**config.mk**
```make
export PLATFORM = sky130hd
export DESIGN_NAME = gfx_mem_arbiter
export DESIGN_NICKNAME = d
export VERILOG_FILES = /design/src/rtl/gfx_mem_arbiter.sv
export SDC_FILE = /design/constraint.sdc
export NUM_CORES = 1
export LEC_CHECK = 0
export ABC_CLOCK_PERIOD_IN_PS = 8000
export BUFFER_PORTS_ARGS = -buffer_cell sky130_fd_sc_hd__buf_4
export CAP_MARGIN = 25
export CELL_PAD_IN_SITES_DETAIL_PLACEMENT = 1
export CELL_PAD_IN_SITES_GLOBAL_PLACEMENT = 2
export CORE_MARGIN = 5
export CORE_UTILIZATION = 22
export DETAILED_ROUTE_END_ITERATION = 6
export MAX_ROUTING_LAYER = met4
export PLACE_DENSITY_LB_ADDON = 0.1
export SETUP_SLACK_MARGIN = 0.05
export SLEW_MARGIN = 20
export SYNTH_ARGS = -nofsm -noshare
export SYNTH_HDL_FRONTEND = slang
export SYNTH_SLANG_ARGS = --single-unit
export TNS_END_PERCENT = 50
```
**constraint.sdc**
```tcl
create_clock -name clk -period 8 [get_ports clk]
set_input_delay 0.4 -clock clk [delete_from_list [all_inputs] [get_ports clk]]
set_output_delay 0.4 -clock clk [all_outputs]
set_load 0.02 [all_outputs]
```
**src/rtl/gfx_mem_arbiter.sv**
```systemverilog
// Three-way Avalon-MM arbiter for the gfx memory master.
// Scanout has priority; frag/host round-robin; tag FIFO routes reads.
module gfx_mem_arbiter #(
  parameter int ADDR_BITS   = 26,
  parameter int DATA_BITS   = 16,
  parameter int MAX_PENDING = 8
) (
  input  logic                 clk,
  input  logic                 rst_n,
  input  logic [ADDR_BITS-1:0] scan_address,
  input  logic                 scan_read,
  output logic                 scan_waitrequest,
  output logic                 scan_readdatavalid,
  input  logic [ADDR_BITS-1:0] frag_address,
  input  logic                 frag_read,
  input  logic                 frag_write,
  input  logic [DATA_BITS-1:0] frag_writedata,
  output logic                 frag_waitrequest,
  output logic                 frag_readdatavalid,
  input  logic [ADDR_BITS-1:0] host_address,
  input  logic                 host_read,
  input  logic                 host_write,
  input  logic [DATA_BITS-1:0] host_writedata,
  output logic                 host_waitrequest,
  output logic                 host_readdatavalid,
  output logic [DATA_BITS-1:0] readdata,
  output logic [ADDR_BITS-1:0] mem_address,
  output logic                 mem_read,
  output logic                 mem_write,
  output logic [DATA_BITS-1:0] mem_writedata,
  input  logic                 mem_waitrequest,
  input  logic                 mem_readdatavalid,
  input  logic [DATA_BITS-1:0] mem_readdata,
  output logic                 rsp_error
);

  localparam int PW = $clog2(MAX_PENDING);
  localparam logic [PW:0] C_FULL = (PW+1)'(MAX_PENDING);
  localparam logic [1:0] ID_SCAN = 2'd0;
  localparam logic [1:0] ID_FRAG = 2'd1;
  localparam logic [1:0] ID_HOST = 2'd2;

  logic          r_locked;
  logic [1:0]    r_owner;
  logic          r_rr_host;
  logic [1:0]    r_tag [MAX_PENDING];
  logic [PW-1:0] r_wp;
  logic [PW-1:0] r_rp;
  logic [PW:0]   r_cnt;
  logic          r_err;

  logic       w_full;
  logic       w_scan_el;
  logic       w_frag_el;
  logic       w_host_el;
  logic       w_gnt;
  logic [1:0] w_gid;
  logic       w_req_rd;
  logic       w_req_wr;
  logic       w_act;
  logic       w_acc;
  logic       w_push;
  logic       w_pop;
  logic [1:0] w_head;

  assign w_full    = (r_cnt == C_FULL);
  assign w_scan_el = scan_read & ~w_full;
  assign w_frag_el = frag_write | (frag_read & ~w_full);
  assign w_host_el = host_write | (host_read & ~w_full);

  always_comb begin
    w_gnt = 1'b0;
    w_gid = ID_SCAN;
    if (r_locked) begin
      w_gnt = 1'b1;
      w_gid = r_owner;
    end else if (w_scan_el) begin
      w_gnt = 1'b1;
      w_gid = ID_SCAN;
    end else if (r_rr_host) begin
      if (w_host_el) begin
        w_gnt = 1'b1;
        w_gid = ID_HOST;
      end else if (w_frag_el) begin
        w_gnt = 1'b1;
        w_gid = ID_FRAG;
      end
    end else begin
      if (w_frag_el) begin
        w_gnt = 1'b1;
        w_gid = ID_FRAG;
      end else if (w_host_el) begin
        w_gnt = 1'b1;
        w_gid = ID_HOST;
      end
    end
  end

  always_comb begin
    w_req_rd      = 1'b0;
    w_req_wr      = 1'b0;
    mem_address   = '0;
    mem_writedata = '0;
    unique case (1'b1)
      (w_gid == ID_SCAN): begin
        w_req_rd    = scan_read;
        mem_address = scan_address;
      end
      (w_gid == ID_FRAG): begin
        w_req_rd      = frag_read;
        w_req_wr      = frag_write;
        mem_address   = frag_address;
        mem_writedata = frag_writedata;
      end
      (w_gid == ID_HOST): begin
        w_req_rd      = host_read;
        w_req_wr      = host_write;
        mem_address   = host_address;
        mem_writedata = host_writedata;
      end
      default: begin
        w_req_rd = 1'b0;
      end
    endcase
  end

  // An owner that drops its request while locked simply releases the lock.
  assign w_act  = rst_n & w_gnt & (w_req_rd | w_req_wr);
  assign w_acc  = w_act & ~mem_waitrequest;
  assign w_push = w_acc & w_req_rd;
  assign w_pop  = mem_readdatavalid & (r_cnt != '0);
  assign w_head = r_tag[r_rp];

  assign mem_read  = w_act & w_req_rd;
  assign mem_write = w_act & w_req_wr;

  assign scan_waitrequest =
    ~(w_act & (w_gid == ID_SCAN)) | mem_waitrequest;
  assign frag_waitrequest =
    ~(w_act & (w_gid == ID_FRAG)) | mem_waitrequest;
  assign host_waitrequest =
    ~(w_act & (w_gid == ID_HOST)) | mem_waitrequest;

  assign scan_readdatavalid = rst_n & w_pop & (w_head == ID_SCAN);
  assign frag_readdatavalid = rst_n & w_pop & (w_head == ID_FRAG);
  assign host_readdatavalid = rst_n & w_pop & (w_head == ID_HOST);
  assign readdata  = mem_readdata;
  assign rsp_error = r_err;

  always_ff @(posedge clk or negedge rst_n) begin
    if (!rst_n) begin
      r_locked  <= 1'b0;
      r_owner   <= ID_SCAN;
      r_rr_host <= 1'b0;
      r_err     <= 1'b0;
    end else begin
      r_locked <= w_act & mem_waitrequest;
      if (w_act & mem_waitrequest)
        r_owner <= w_gid;
      if (w_acc & (w_gid == ID_FRAG))
        r_rr_host <= 1'b1;
      else if (w_acc & (w_gid == ID_HOST))
        r_rr_host <= 1'b0;
      if (mem_readdatavalid & (r_cnt == '0))
        r_err <= 1'b1;
    end
  end

  always_ff @(posedge clk or negedge rst_n) begin
    if (!rst_n) begin
      r_wp  <= '0;
      r_rp  <= '0;
      r_cnt <= '0;
      for (int i = 0; i < MAX_PENDING; i++)
        r_tag[i] <= '0;
    end else begin
      if (w_push) begin
        r_tag[r_wp] <= w_gid;
        r_wp        <= r_wp + 1'b1;
      end
      if (w_pop)
        r_rp <= r_rp + 1'b1;
      if (w_push & ~w_pop)
        r_cnt <= r_cnt + 1'b1;
      else if (~w_push & w_pop)
        r_cnt <= r_cnt - 1'b1;
    end
  end

endmodule

```
==> metrics.yaml <==
final_layout:
  final_layout_fill_cell_count: 1348
  utilization_pct: 35.1
  antenna_cells_inserted: 0
  area_growth_pct: 57.6
  drive_above_1_share_pct: 44.8
  num-nets-final: 579
clock_tree:
  clk_root_buffer_cell: "clkbuf_16"
  cts_hold_buffers: 0
  cts.htree.levels: 2
  post-cts-setup-buffers: 0
  cts_made_buffers: 5
  cts_max_path_buffers: 2
  cts_sinks: 31
  ctsResizeCount: 0
  clkLatencyLatePin_ps: 270
  cts_tree: "done"
  clk_transition_reported_paths_ps: 50
critical_path:
  worst-r2r-cell-count: 17
  crit_path_cell_trace: "or4b_4 > a21o_1 > a211o_1 > and2_1 > ha_1 > a222oi_1 > buf_4 > nor3_1 > nand2_1 > inv_1 > ha_1 > inv_1 > ha_1 > a21o_1 > a21oi_1 > mux2i_1 > xnor2_1"
  endpoint_kind: "flop"
  crit_path_max_delay_family: "compound AO/OA/AOI/OAI gates"
  worst_path_buffer_plus_inverter_count: 3
  r2r_end: "r_cnt[3]"
  r2r_start: "r_cnt[0]"
  r2r_slack_ps: 3410
  worst_path_most_repeated_cell: "ha_1"
  timing.critical_path.depth: 17
  critPathSlowestCell: "or4b_4"
  critical-path-max-stage-delay_ps: 620
  critPathCapture: "r_cnt[3]"
  critPathArrivalTime_ps: 4790
  crit_path_max_fanout: 11
  worst_setup_path_start_kind: "flop"
  crit_start: "r_cnt[0]"
  worst-setup-path-type: "flop to flop"
  required_ps: 8200
global_routing:
  first_global_vias: 3078
  grt_util_all_layers_pct: 17.4
  overflow: 0
  grt_max_degree: 46
  grt_first_pass_wirelength_um: 19000
  number_of_antenna_violations_at_the_first_check_in_global_routing: 0
logic_synthesis:
  synth_flop_cell: "dfrtp_1"
  synth.largest_area_cell: "dfrtp_1"
  postSynthCellCount: 294
  synth.top_cells.by_count: "nor2_1 (49), dfrtp_1 (31), a222oi_1 (27)"
  yosys.area.top_type_share_pct: 30.6
  synth.top_cells.by_area: "dfrtp_1 (31%), a222oi_1 (11%), nor2_1 (7.3%)"
  asyncSetResetFlopFracSynth_pct: 100
  synth_edf_count: 0
  postSynthNetCount: 439
  synthMostInstantiatedCell: "nor2_1"
  synth.avg_cell_area_um2: 8.62
  synth-warning-count: 0
  seq_area_frac_synth_pct: 30.6
  yosys_register_bits: 31
  synth.distinct_cells: 41
  post_synth_instance_area_mm2: 0.00253
timing:
  fin_crit_sh_pct: 57.4
  slew_viol_final: 0
  setup_viol: 0
  setup_tns_ps: 0
  max_freq_mhz: 218
  worst_slew_pin_slew_ps: 865
  max_slew_margin_pct: 41.7
  timing.final.crit_period_ps: 4590
  skew_final_ps: 2.88
  final_hold_viol_count: 0
  whs_ps: 88.0
  rsz_0062_raised_after_global_routing: "false"
place:
  gp_congestion: 0.795
  port_buffers: 169
  post-dp-hpwl_um: 9340
floorplan:
  std_cell_rows: 39
  chipWidth_um: 117
  pin_count: 202
  floorplan.die_area_mm2: 0.0138
  design.core.area_mm2: 0.0114
  starting_density_pct: 22.3
  die_y_um: 117
power:
  worst_ir_drop_vdd_v: 0.000134
  intPower_mw: 0.803
  combPwrFrac_pct: 66.3
  switching_power_mw: 0.717
  power.share.switching_pct: 47.2
  power.share.clock_pct: 13.1
  pwr-share-seq_pct: 20.6
  p_leak_nw: 1.90
  power_density_mw_per_mm2: 381
routing:
  detail_route.drc_violations: 0
  detailedRoute.firstPassIterationCount: 6
  drtAntennaViolNets: 0
  routed_length_per_placed_instance_um: 20.7
  wl_um: 12000
  vias: 2992
  dr.first_iter.drc_count: 301
  route.detailed.vias_per_inst: 5.18
status:
  run_status: "complete, no violations"
min_path:
  hold_path.class: "input port to async pin"
run:
  cap_viol_max_count: 0
-- cell usage in the layout (no fill, tap or decap), drive strengths merged, types with 6 or more instances in the layout --
cell and n:
a21oi 19, a222oi 27, a22oi 17, a31oi 20, and2 11, buf 175, clkbuf 8, dfrtp 31
ha 9, nand2 9, nor2 49, nor3 6, nor4 6, xnor2 6
-- final cells by class --
class	count	area [um2]	share of cell area, %
Clock inverter	1	7.51	0.188
Timing Repair Buffer	176	1340	33.5
Multi-Input combinational cell	215	1520	38.2
Tap cell	143	179	4.48
Inverter	5	18.8	0.470
Clock buffer	7	153	3.82
Sequential cell	31	776	19.4
-- logic make-up (layout without fill, tap and decap cells) --
family | after synthesis | after routing | synth area share [%]
flip-flops | 31 | 31 | 30.6
multiplexers | 10 | 10 | 6.07
adder cells (fa/ha/maj) | 10 | 10 | 5.23
AO/OA/AOI/OAI | 94 | 94 | 27.8
XOR/XNOR | 7 | 7 | 2.42
AND/OR/NAND/NOR | 94 | 94 | 18.3
buffers and inverters | 48 | 189 | 9.58
-- flip-flops by register name, summed over array words and instances, names as in the netlist --
| name | cells |
|---|---|
| r_wp | 3 |
| r_rp | 3 |
| r_locked | 1 |
| r_owner | 2 |
| r_tag | 16 |
| rsp_error | 1 |
| r_cnt | 4 |
| r_rr_host | 1 |
-- worst min path at each step --
stage / to / slack [ps] / cells past startpoint
after detailed placement: r_rp[1] / 400 / 1
after CTS: r_rp[1] / 100 / 1
after global routing: r_tag[10] / 110 / 1
after floorplan: r_cnt[0] / 100 / 0
final: r_tag[10] / 90 / 1
after global placement: r_tag[11] / 400 / 1
-- per-layer routing --
| metal | vias to the layer above | track usage (%) | wire length, um |
|---|---|---|---|
| met4 | 0 | 2.97 | 121 |
| li1 | 1401 | - | - |
| met1 | 1465 | 21.9 | 5130 |
| met5 | - | - | 0 |
| met2 | 115 | 28.5 | 5990 |
| met3 | 11 | 4.28 | 756 |
-- power groups by stage --
stage	combinational (mW)	sequential (mW)	clock [mW]
after global routing	1.10	0.326	0.214
after floorplan	0.648	0.287	0
after CTS	1.02	0.314	0.206
final	1.01	0.314	0.199
after global placement	1.00	0.313	0
after detailed placement	1.02	0.316	0
-- per-stage QoR --
step | std cells | worst slack, ps | power (mW) | cell area, um2
after global placement | 567 | 2830 | 1.32 | 3800
after detailed placement | 568 | 3290 | 1.34 | 3810
after CTS | 576 | 3280 | 1.54 | 3970
final | 578 | 3410 | 1.52 | 3990
after global routing | 578 | 3060 | 1.64 | 3990
after floorplan | 294 | 3740 | 0.935 | 2530
Note: power is estimated with default switching activity, not from simulation.
